### config.mk
export PLATFORM = sky130hd
export DESIGN_NAME = ebpf_shift_arbiter_flat
export DESIGN_NICKNAME = d
export VERILOG_FILES = /design/src/rtl/ebpf_shift_arbiter_pkg.sv /design/src/rtl/ebpf_shift_arbiter_if.sv /design/src/rtl/ebpf_shift_arbiter_core.sv /design/src/rtl/ebpf_shift_arbiter.sv /design/src/flat_wrapper.sv
export SDC_FILE = /design/constraint.sdc
export NUM_CORES = 1
export LEC_CHECK = 0
export CORE_ASPECT_RATIO = 2
export CORE_MARGIN = 2
export CORE_UTILIZATION = 30
export DETAILED_ROUTE_END_ITERATION = 10
export PLACE_DENSITY = 0.55
export SYNTH_ARGS = -nofsm -noshare
export SYNTH_HDL_FRONTEND = slang
export SYNTH_SLANG_ARGS = --single-unit
### constraint.sdc
create_clock -name clk -period 6.6 [get_ports clk]
set_input_delay 1.32 -clock clk [delete_from_list [all_inputs] [get_ports clk]]
set_output_delay 1.32 -clock clk [all_outputs]
set_load 0.03 [all_outputs]
### src/rtl/ebpf_shift_arbiter_pkg.sv
// Shared types for the eBPF shift arbiter: shift opcodes, output-stage states,
// the request bundle passed to the shift core, and shift-amount masks.
package ebpf_shift_pkg;

  typedef enum logic [1:0] {
    SH_LSH  = 2'b00,
    SH_RSH  = 2'b01,
    SH_ARSH = 2'b10,
    SH_ILL  = 2'b11
  } shift_op_t;

  typedef enum logic {
    ST_EMPTY = 1'b0,
    ST_FULL  = 1'b1
  } out_state_t;

  localparam logic [4:0] SH32_MASK = 5'h1F;
  localparam logic [5:0] SH64_MASK = 6'h3F;

  typedef struct packed {
    shift_op_t   op;
    logic        is64;
    logic [63:0] a;
    logic [63:0] b;
  } shift_req_t;

  function automatic logic [63:0] zext32(input logic [31:0] v);
    return {32'h0000_0000, v};
  endfunction

endpackage

### src/rtl/ebpf_shift_arbiter_if.sv
// Request/response bundle between the requesters and the shift arbiter.
interface ebpf_shift_if #(
  parameter int NUM_REQ = 2,
  parameter int DATA_W  = 64,
  parameter int ID_W    = 1
);
  logic [NUM_REQ-1:0]             req_valid;
  logic [NUM_REQ-1:0]             req_ready;
  logic [NUM_REQ-1:0][1:0]        req_op;
  logic [NUM_REQ-1:0]             req_is64;
  logic [NUM_REQ-1:0][DATA_W-1:0] req_a;
  logic [NUM_REQ-1:0][DATA_W-1:0] req_b;
  logic                           rsp_valid;
  logic                           rsp_ready;
  logic [ID_W-1:0]                rsp_id;
  logic [DATA_W-1:0]              rsp_data;
  logic                           rsp_err;

  modport master (
    output req_valid, req_op, req_is64, req_a, req_b, rsp_ready,
    input  req_ready, rsp_valid, rsp_id, rsp_data, rsp_err
  );

  modport slave (
    input  req_valid, req_op, req_is64, req_a, req_b, rsp_ready,
    output req_ready, rsp_valid, rsp_id, rsp_data, rsp_err
  );
endinterface

### src/rtl/ebpf_shift_arbiter_core.sv
// Combinational eBPF shift unit: ALU64 uses a 6-bit amount on the full word,
// ALU32 a 5-bit amount on the low word with the result zero-extended.
module ebpf_shift_core
  import ebpf_shift_pkg::*;
(
  input  shift_req_t  req_i,
  output logic [63:0] data_o,
  output logic        err_o
);

  logic [5:0]  sh64_s;
  logic [4:0]  sh32_s;
  logic [31:0] a32_s;
  logic        unused_b_s;

  assign sh64_s     = req_i.b[5:0] & SH64_MASK;
  assign sh32_s     = req_i.b[4:0] & SH32_MASK;
  assign a32_s      = req_i.a[31:0];
  assign unused_b_s = ^req_i.b[63:6];

  // Select the shift flavour; illegal ops yield zero data with the error flag.
  always_comb begin
    data_o = 64'h0;
    err_o  = 1'b0;
    case (req_i.op)
      SH_LSH: begin
        if (req_i.is64) data_o = req_i.a << sh64_s;
        else            data_o = zext32(a32_s << sh32_s);
      end
      SH_RSH: begin
        if (req_i.is64) data_o = req_i.a >> sh64_s;
        else            data_o = zext32(a32_s >> sh32_s);
      end
      SH_ARSH: begin
        if (req_i.is64) data_o = $unsigned($signed(req_i.a) >>> sh64_s);
        else            data_o = zext32($unsigned($signed(a32_s) >>> sh32_s));
      end
      SH_ILL: begin
        data_o = 64'h0;
        err_o  = 1'b1;
      end
      default: begin
        data_o = 64'h0;
        err_o  = 1'b1;
      end
    endcase
  end

endmodule

### src/rtl/ebpf_shift_arbiter.sv
// Round-robin arbiter sharing one eBPF shift core between NUM_REQ requesters,
// with a single registered valid/ready response stage.
module ebpf_shift_arbiter
  import ebpf_shift_pkg::*;
#(
  parameter int NUM_REQ = 2,
  parameter int DATA_W  = 64,
  parameter int ID_W    = (NUM_REQ > 1) ? $clog2(NUM_REQ) : 1
) (
  input logic         clk,
  input logic         rst_n,
  ebpf_shift_if.slave bus
);

  out_state_t        state_q, state_d;
  logic [ID_W-1:0]   rr_q, rr_d;
  logic [ID_W-1:0]   id_q, id_d;
  logic [DATA_W-1:0] data_q, data_d;
  logic              err_q, err_d;

  logic              can_accept_s;
  logic              accept_s;
  logic              grant_found_s;
  logic [ID_W-1:0]   grant_idx_s;
  logic [ID_W-1:0]   cand_idx_s;
  int                cand_s;
  logic [NUM_REQ-1:0] req_ready_s;
  shift_req_t        sel_req_s;
  logic [63:0]       core_data_s;
  logic              core_err_s;

  // A full stage frees up in the same cycle the consumer takes it.
  assign can_accept_s = (state_q == ST_EMPTY) || bus.rsp_ready;
  assign accept_s     = can_accept_s && grant_found_s && rst_n;

  // First valid requester at or after the round-robin pointer.
  always_comb begin
    grant_found_s = 1'b0;
    grant_idx_s   = {ID_W{1'b0}};
    cand_s        = 0;
    cand_idx_s    = {ID_W{1'b0}};
    for (int k = 0; k < NUM_REQ; k++) begin
      cand_s     = int'(rr_q) + k;
      cand_s     = (cand_s >= NUM_REQ) ? (cand_s - NUM_REQ) : cand_s;
      cand_idx_s = ID_W'(cand_s);
      if (!grant_found_s && bus.req_valid[cand_idx_s]) begin
        grant_found_s = 1'b1;
        grant_idx_s   = cand_idx_s;
      end else begin
        grant_found_s = grant_found_s;
      end
    end
  end

  // One-hot ready for the granted requester, only when the stage can load.
  always_comb begin
    req_ready_s = {NUM_REQ{1'b0}};
    for (int k = 0; k < NUM_REQ; k++) begin
      req_ready_s[k] = accept_s && (grant_idx_s == ID_W'(k));
    end
  end

  assign sel_req_s.op   = shift_op_t'(bus.req_op[grant_idx_s]);
  assign sel_req_s.is64 = bus.req_is64[grant_idx_s];
  assign sel_req_s.a    = bus.req_a[grant_idx_s];
  assign sel_req_s.b    = bus.req_b[grant_idx_s];

  ebpf_shift_core u_core (
    .req_i  (sel_req_s),
    .data_o (core_data_s),
    .err_o  (core_err_s)
  );

  // Output-stage state, pointer advance and result capture.
  always_comb begin
    state_d = state_q;
    rr_d    = rr_q;
    id_d    = id_q;
    data_d  = data_q;
    err_d   = err_q;
    case (state_q)
      ST_EMPTY: begin
        if (accept_s) state_d = ST_FULL;
        else          state_d = ST_EMPTY;
      end
      ST_FULL: begin
        if (accept_s)           state_d = ST_FULL;
        else if (bus.rsp_ready) state_d = ST_EMPTY;
        else                    state_d = ST_FULL;
      end
      default: state_d = ST_EMPTY;
    endcase
    if (accept_s) begin
      rr_d   = (grant_idx_s == ID_W'(NUM_REQ - 1)) ? {ID_W{1'b0}} : grant_idx_s + {{(ID_W-1){1'b0}}, 1'b1};
      id_d   = grant_idx_s;
      data_d = DATA_W'(core_data_s);
      err_d  = core_err_s;
    end else begin
      rr_d   = rr_q;
      id_d   = id_q;
      data_d = data_q;
      err_d  = err_q;
    end
  end

  // State and result registers.
  always_ff @(posedge clk or negedge rst_n) begin
    if (!rst_n) begin
      state_q <= ST_EMPTY;
      rr_q    <= {ID_W{1'b0}};
      id_q    <= {ID_W{1'b0}};
      data_q  <= {DATA_W{1'b0}};
      err_q   <= 1'b0;
    end else begin
      state_q <= state_d;
      rr_q    <= rr_d;
      id_q    <= id_d;
      data_q  <= data_d;
      err_q   <= err_d;
    end
  end

  assign bus.req_ready = req_ready_s;
  assign bus.rsp_valid = (state_q == ST_FULL);
  assign bus.rsp_id    = id_q;
  assign bus.rsp_data  = data_q;
  assign bus.rsp_err   = err_q;

endmodule

### src/flat_wrapper.sv
// flat-port wrapper written by rule: the top's interface ports become plain ports
module ebpf_shift_arbiter_flat import ebpf_shift_pkg::*;
#(
  parameter int NUM_REQ = 2,
  parameter int DATA_W  = 64,
  parameter int ID_W    = (NUM_REQ > 1) ? $clog2(NUM_REQ) : 1
)
  (clk, rst_n, bus_req_valid, bus_req_op, bus_req_is64, bus_req_a, bus_req_b, bus_rsp_ready, bus_req_ready, bus_rsp_valid, bus_rsp_id, bus_rsp_data, bus_rsp_err);
  ebpf_shift_if #(.NUM_REQ(NUM_REQ), .DATA_W(DATA_W), .ID_W(ID_W)) bus_i ();
  input logic clk;
  input logic rst_n;
  input wire logic [$bits(bus_i.req_valid)-1:0] bus_req_valid;
  input wire logic [$bits(bus_i.req_op)-1:0] bus_req_op;
  input wire logic [$bits(bus_i.req_is64)-1:0] bus_req_is64;
  input wire logic [$bits(bus_i.req_a)-1:0] bus_req_a;
  input wire logic [$bits(bus_i.req_b)-1:0] bus_req_b;
  input wire logic [$bits(bus_i.rsp_ready)-1:0] bus_rsp_ready;
  output wire logic [$bits(bus_i.req_ready)-1:0] bus_req_ready;
  output wire logic [$bits(bus_i.rsp_valid)-1:0] bus_rsp_valid;
  output wire logic [$bits(bus_i.rsp_id)-1:0] bus_rsp_id;
  output wire logic [$bits(bus_i.rsp_data)-1:0] bus_rsp_data;
  output wire logic [$bits(bus_i.rsp_err)-1:0] bus_rsp_err;
  assign bus_i.req_valid = bus_req_valid;
  assign bus_i.req_op = bus_req_op;
  assign bus_i.req_is64 = bus_req_is64;
  assign bus_i.req_a = bus_req_a;
  assign bus_i.req_b = bus_req_b;
  assign bus_i.rsp_ready = bus_rsp_ready;
  assign bus_req_ready = bus_i.req_ready;
  assign bus_rsp_valid = bus_i.rsp_valid;
  assign bus_rsp_id = bus_i.rsp_id;
  assign bus_rsp_data = bus_i.rsp_data;
  assign bus_rsp_err = bus_i.rsp_err;
  ebpf_shift_arbiter #(.NUM_REQ(NUM_REQ), .DATA_W(DATA_W), .ID_W(ID_W)) u_core (.clk(clk), .rst_n(rst_n), .bus(bus_i));
endmodule
* After elaboration in Yosys (flattened, before gate mapping)
Cells that the tools add are included.
** Operators by class
- Add/sub/neg operators :: 4
- Magnitude comparators :: 5
- Eq/ne operators :: 3
- Shifts and indexed selects :: 6
- Mux-type cells :: 28
- Bitwise gates (word level) :: 2
- Reductions and logical operators :: 8
** Operators with widths (count)
- 2-to-1 mux 64 bit :: 5
- one-hot mux 64 bit (4 select lines) :: 1
- left shift 64 x 6 -> 64 bit :: 1
- right shift 64 x 6 -> 64 bit :: 1
- >>> shifter 64 x 6 -> 64 bit :: 1
- left shift 32 x 5 -> 32 bit :: 1
- right shift 32 x 5 -> 32 bit :: 1
- >>> shifter 32 x 5 -> 32 bit :: 1
- 2-to-1 mux 1 bit :: 17
- 2-to-1 mux 6 bit :: 2
- less-than comparator 1 x 2 -> 1 bit, second input constant :: 3
- logical AND 1 bit :: 5
- == test 2 bit, second input constant :: 2
- 2-to-1 mux 2 bit :: 2
- adder 1 x 1 -> 2 bit, second input constant :: 1
- == test 2 x 1 -> 1 bit, second input constant :: 1
- greater-or-equal comparator 1 x 2 -> 1 bit, second input constant :: 1
- greater-or-equal comparator 2 bit, second input constant :: 1
- zero test 2 bit :: 1
- inverter 1 bit :: 2
- one-hot mux 1 bit (2 select lines) :: 1
- subtractor 1 bit, second input constant :: 2
- adder 1 bit, second input constant :: 1
- zero test 1 bit :: 1
- logical OR 1 bit :: 1
** Storage, ports and cells
- Flip-flop bits (word level) :: 68
- Input port bits :: 267

* Depth between registers and ports, before layout
- Depth in word-level cells :: 13
- Depth in mapped cells :: 15
- Depth with buffers taken out :: 9

* By module
From an unflattened synthesis, not the netlist that was laid out.
** Unflattened totals
- Cells, all modules :: 1662
- Area, all modules :: 14851.7 µm²
** Modules (own cells, without submodules)
- ebpf_shift_core :: instances 1, cells each 1365, area each 10687.8 µm², sequential area each 0.0 µm²
- ebpf_shift_arbiter :: instances 1, cells each 297, area each 4164.0 µm², sequential area each 1701.6 µm²

* Worst setup path before layout
OpenSTA, ideal clock, no wires.
- Kind :: input port to output port
- Start point :: in bus_req_valid[0]
- End point :: out bus_req_ready[0]
- Arrival time :: 2.784 ns
- Slack :: 2.496 ns
- Cell stages on the path :: 9
- Path buffers :: 6
- Cells stage by stage :: and2b_4 buf_6 nor2_4 buf_6 buf_8 buf_6 buf_6 buf_2 nor2_1
** On the way
- Word-level cells in the longest chain between the ends :: 9
** RTL lines
- from (decl) :: line flat_wrapper.sv:12 : input wire logic [$bits(bus_i.req_valid)-1:0] bus_req_valid;
- 2-to-1 mux 1 bit (not written as such) (2 in series) :: line ebpf_shift_arbiter.sv:46 : if (!grant_found_s && bus.req_valid[cand_idx_s]) begin
- 2-to-1 mux 1 bit :: line ebpf_shift_arbiter.sv:46
- zero test 1 bit :: line ebpf_shift_arbiter.sv:46
- logical AND 1 bit :: line ebpf_shift_arbiter.sv:46
- 2-to-1 mux 1 bit :: line ebpf_shift_arbiter.sv:46
- logical AND 1 bit (2 in series) :: line ebpf_shift_arbiter.sv:34 : assign accept_s = can_accept_s && grant_found_s && rst_n;
- logical AND 1 bit * :: line ebpf_shift_arbiter.sv:59 : req_ready_s[k] = accept_s && (grant_idx_s == ID_W'(k));
- to (decl) :: line flat_wrapper.sv:18 : output wire logic [$bits(bus_i.req_ready)-1:0] bus_req_ready;
Mark *: on every way between the ends. The rest lies on a longest branch, timed or not. The select of a mux whose other input is x is not followed.

* Worst setup path in the final report
- Start point :: in bus_req_valid[0]
- End point :: reg u_core.data_q[9] (netlist: u_core.bus.rsp_data[9])
** On the way
- Word-level cells in the longest chain between the ends :: 11
** RTL lines
- 2-to-1 mux 1 bit (not written as such) (2 in series) :: line ebpf_shift_arbiter.sv:46
- 2-to-1 mux 1 bit :: line ebpf_shift_arbiter.sv:46
- zero test 1 bit :: line ebpf_shift_arbiter.sv:46
- logical AND 1 bit :: line ebpf_shift_arbiter.sv:46
- 2-to-1 mux 1 bit :: line ebpf_shift_arbiter.sv:46
- 2-to-1 mux 64 bit (not written as such) or 2-to-1 mux 6 bit (tied branches) (2 in series) :: line ebpf_shift_arbiter.sv:65, ebpf_shift_arbiter.sv:66
- >>> shifter 64 x 6 -> 64 bit (tied with other cells) :: line ebpf_shift_arbiter_core.sv:35 : if (req_i.is64) data_o = $unsigned($signed(req_i.a) >>> sh64_s);
- 2-to-1 mux 64 bit (on tied branches) :: line ebpf_shift_arbiter_core.sv:35, ebpf_shift_arbiter_core.sv:27, ebpf_shift_arbiter_core.sv:31
- one-hot mux 64 bit (4 select lines) :: line ebpf_shift_arbiter_core.sv:25 : case (req_i.op)
- to (signal assigned) :: line ebpf_shift_arbiter.sv:112 : data_q <= {DATA_W{1'b0}};
- to (signal assigned) :: line ebpf_shift_arbiter.sv:118 : data_q <= data_d;
- to (decl) :: line ebpf_shift_arbiter.sv:18 : logic [DATA_W-1:0] data_q, data_d;
Parallel ways exist; a longest one is shown, timed or not. The select of a mux whose other input is x is not followed.
A chain may end at the register's enable or synchronous reset.

==> flow_summary_export.csv <==
group,metric,value,unit
place,io_buffers,219,
synthesis,ys_async_sr_fraction,100,%
synthesis,synth_compound_gate_area_share,38.0,%
drt,wl_per_cell,39.6,um
worst_setup_path,critical_path_class,"in -> reg",
sta,tns,0,ns
finish,fin_util,36.3,%
synthesis,synth_edf_count,0,
synthesis,yosysTopAreaCellShare,13.2,%
outcome,status,"completed",
synthesis,synth_fp_nets,2706,
finish,regArea,1700,sq um
worst_setup_path,critPathArrivalTime,5.98,ns
worst_setup_path,cp_max_fo,17,
place,dp_slack,0.860,ns
clock_tree,clk_latency,0.38,ns
worst_setup_path,endpoint_kind,"flop",
clock_tree,htree_levels,3,
clock_tree,cts_sinks,68,
clock_tree,cts_made_buffers,9,
global_route,grt_max_degree,89,
finish,final_common_cell,"mux2i_1",
finish,final_cell_mix,"239 x mux2i_1, 213 x clkdlybuf4s50_1, 205 x nand2_1",
run,drv_cap,0,
clock_tree,ctsResizeCount,0,
finish,drive_gt1_share,17.5,%
drt,drtAntennaViolNets,0,
finish,stdcell_count,3383,
floorplan,dieArea,63000,sq um
pwr,pwr_density_cell,219,nW/um^2
pwr,p_comb_share,76.0,%
sta,fmax,177,MHz
worst_setup_path,crit_required,6.92,ns
synthesis,synthDistinctLibCells,106,
pwr,leakagePower,8.36,nW
synthesis,yosys_warnings,0,
finish,multi_input_area,15000,sq um
drt,viasPerCell,7.16,
pwr,peakVddDrop,0.134,mV
sta,hold_violations,0,
synthesis,synthSimpleGateAreaFrac,18.3,%
pwr,swShare,58.4,%
pwr,switchingPower,2.80,mW
finish,area_growth,20.2,%
floorplan,io_pins,336,
global_route,grt_pass1_vias,23200,
global_route,overflow,0,
synthesis,synth.avg_cell_area,7.49,sq um
clock_tree,clk_pin_slew,0.08,ns
sta,skew,0.0201,ns
synthesis,synthTopCellsByArea,"mux2i_1 13%, dfrtp_1 9.3%, mux2_2 7.2%",
synthesis,yosysTopAreaCell,"mux2i_1",
sta,setup_viol,0,
clock_tree,cts_root_buf,"clkbuf_16",
place,placedCellCount,3362,
drt,dr.first_iter.drc_count,3677,
min_path,hp-class,"reg -> reg",
synthesis,yosys_most_used_dff,"dfrtp_1",
place,gp_congestion,1.11,
global_route,grt_antenna_before_repair,4,
synthesis,synth-seq-cells,68,
sta,drv_slew,0,
drt,route.detailed.drc,0,
global_route,grt_usage,41.6,%
floorplan,die_h,353,um
synthesis,muxShareOfSynthArea,25.5,%
clock_tree,ctsLongestPathBuffers,2,
worst_setup_path,setup.worst_path.start_class,"input port",
floorplan,die_w,178,um
synthesis,syn_inst,2439,
sta,slew_headroom,14.4,%
pwr,p_seq_share,12.0,%
clock_tree,cts_setup_buffers,0,
finish,fill_cells,6500,
synthesis,synthAdderAreaFrac,0,%
floorplan,fp-row-count,128,
sta,whs,0.481,ns
sta,fin_crit_sh,85.8,%
floorplan,start_util,30.2,%
synthesis,synth_xor_xnor_area_share,0,%
global_route,grt_pass1_wl,185000,um
drt,num_vias,24200,
clock_tree,cts_tree,"built",
clock_tree,hold_buffers,0,
sta,period_minus_slack,5.66,ns
place,hpwl,102000,um
worst_setup_path,reg2reg_depth,10,
pwr,p_int,2.00,mW
sta,tightestPinTransition,1.28,ns
drt,firstDrtPassIters,6,
floorplan,core_area,60500,sq um
sta,rsz0062_at_grt,"no",
synthesis,netlist_area,18300,sq um
pwr,clkPwrFrac,12.0,%
sta,fin_ws,0.937,ns
finish,nNetsFinal,2862,
synthesis,synth_top_family_by_area,"compound AO/OA/AOI/OAI gates",
drt,routed_wl,134000,um
synthesis,ys_seq_area_share,9.32,%
min_path,min_delay_path_depth,2,
[power groups by stage]
stage          Sequential [mW]  Combinational (mW)  Clock, mW
2_1_floorplan            0.719                1.66          0
3_3_place_gp             0.586                3.46          0
3_5_place_dp             0.587                3.44          0
4_1_cts                  0.580                3.45      0.575
5_1_grt                  0.584                3.68      0.592
6_report                 0.575                3.65      0.577
[synthesized netlist by cell type (31+ instances only)]
master	count
clkbuf_1	63
mux2_2	117
a31oi_1	42
o21ai_0	182
o22ai_1	34
o211ai_1	85
nand2_1	206
a211oi_1	68
buf_2	120
nor3_1	53
buf_4	37
nor2_1	185
a21oi_1	150
a221oi_1	32
nand3_1	98
mux4_2	38
o221ai_1	31
dfrtp_1	68
mux2i_1	241
[area by class of cell]
class	count	share of cell area, %
multi-input cells	2085	68.5
repair buffers	413	17.4
flip-flops and latches	68	7.75
well taps	780	4.45
clock buffers	9	1.03
clock inverters	7	0.450
inverters	18	0.319
diodes	3	0.0342
[flip-flops by register name, summed over array words and instances, names as in the netlist]
name	count
u_core.bus.rsp_id	1
u_core.bus.rsp_valid	1
u_core.bus.rsp_data	64
u_core.rr_q	1
u_core.bus.rsp_err	1
[worst paths after layout]
check / start / end / slack (ns)
worst max-delay path: bus_req_valid[0] / u_core.bus.rsp_data[9] / 0.94
min in group asynchronous: rst_n / u_core.bus.rsp_data[62] / 0.83
worst min register to register: u_core.bus.rsp_err / u_core.bus.rsp_err / 0.48
worst min-delay path: u_core.bus.rsp_err / u_core.bus.rsp_err / 0.48
worst max register to register: u_core.rr_q / u_core.bus.rsp_data[9] / 2.00
max in group asynchronous: rst_n / u_core.bus.rsp_data[3] / 4.67
[metrics by stage]
step | power, mW | instance area, sq um
5_1_grt | 4.86 | 21900
2_1_floorplan | 2.38 | 18300
3_5_place_dp | 4.02 | 21600
3_3_place_gp | 4.04 | 21600
4_1_cts | 4.61 | 21900
6_report | 4.80 | 22000
[logic make-up after synthesis]
logic type / Yosys count
AO/OA/AOI/OAI: 975
flip-flops: 68
AND/OR/NAND/NOR: 709
buffers and inverters: 286
multiplexers: 401
[metal layers]
metal	GRT usage, %	routed length [um]	vias to the layer above
met1	50.3	48400	11700
met5	0	11	-
met3	7.38	12700	514
li1	-	-	9969
met2	62.7	57900	1992
met4	36.0	15100	2
[critical path: stages]
cell             delay (ns)
clkdlybuf4s50_1        0.56
nand2b_4               0.27
a21boi_2               0.84
buf_4                  0.36
o211ai_1               0.19
nand4_1                0.16
o211ai_1               0.43
o21ai_0                0.77
o221ai_1               0.24
a31oi_1                0.58
a221o_1                0.20
No activity file was read; power rests on OpenSTA's default activity.
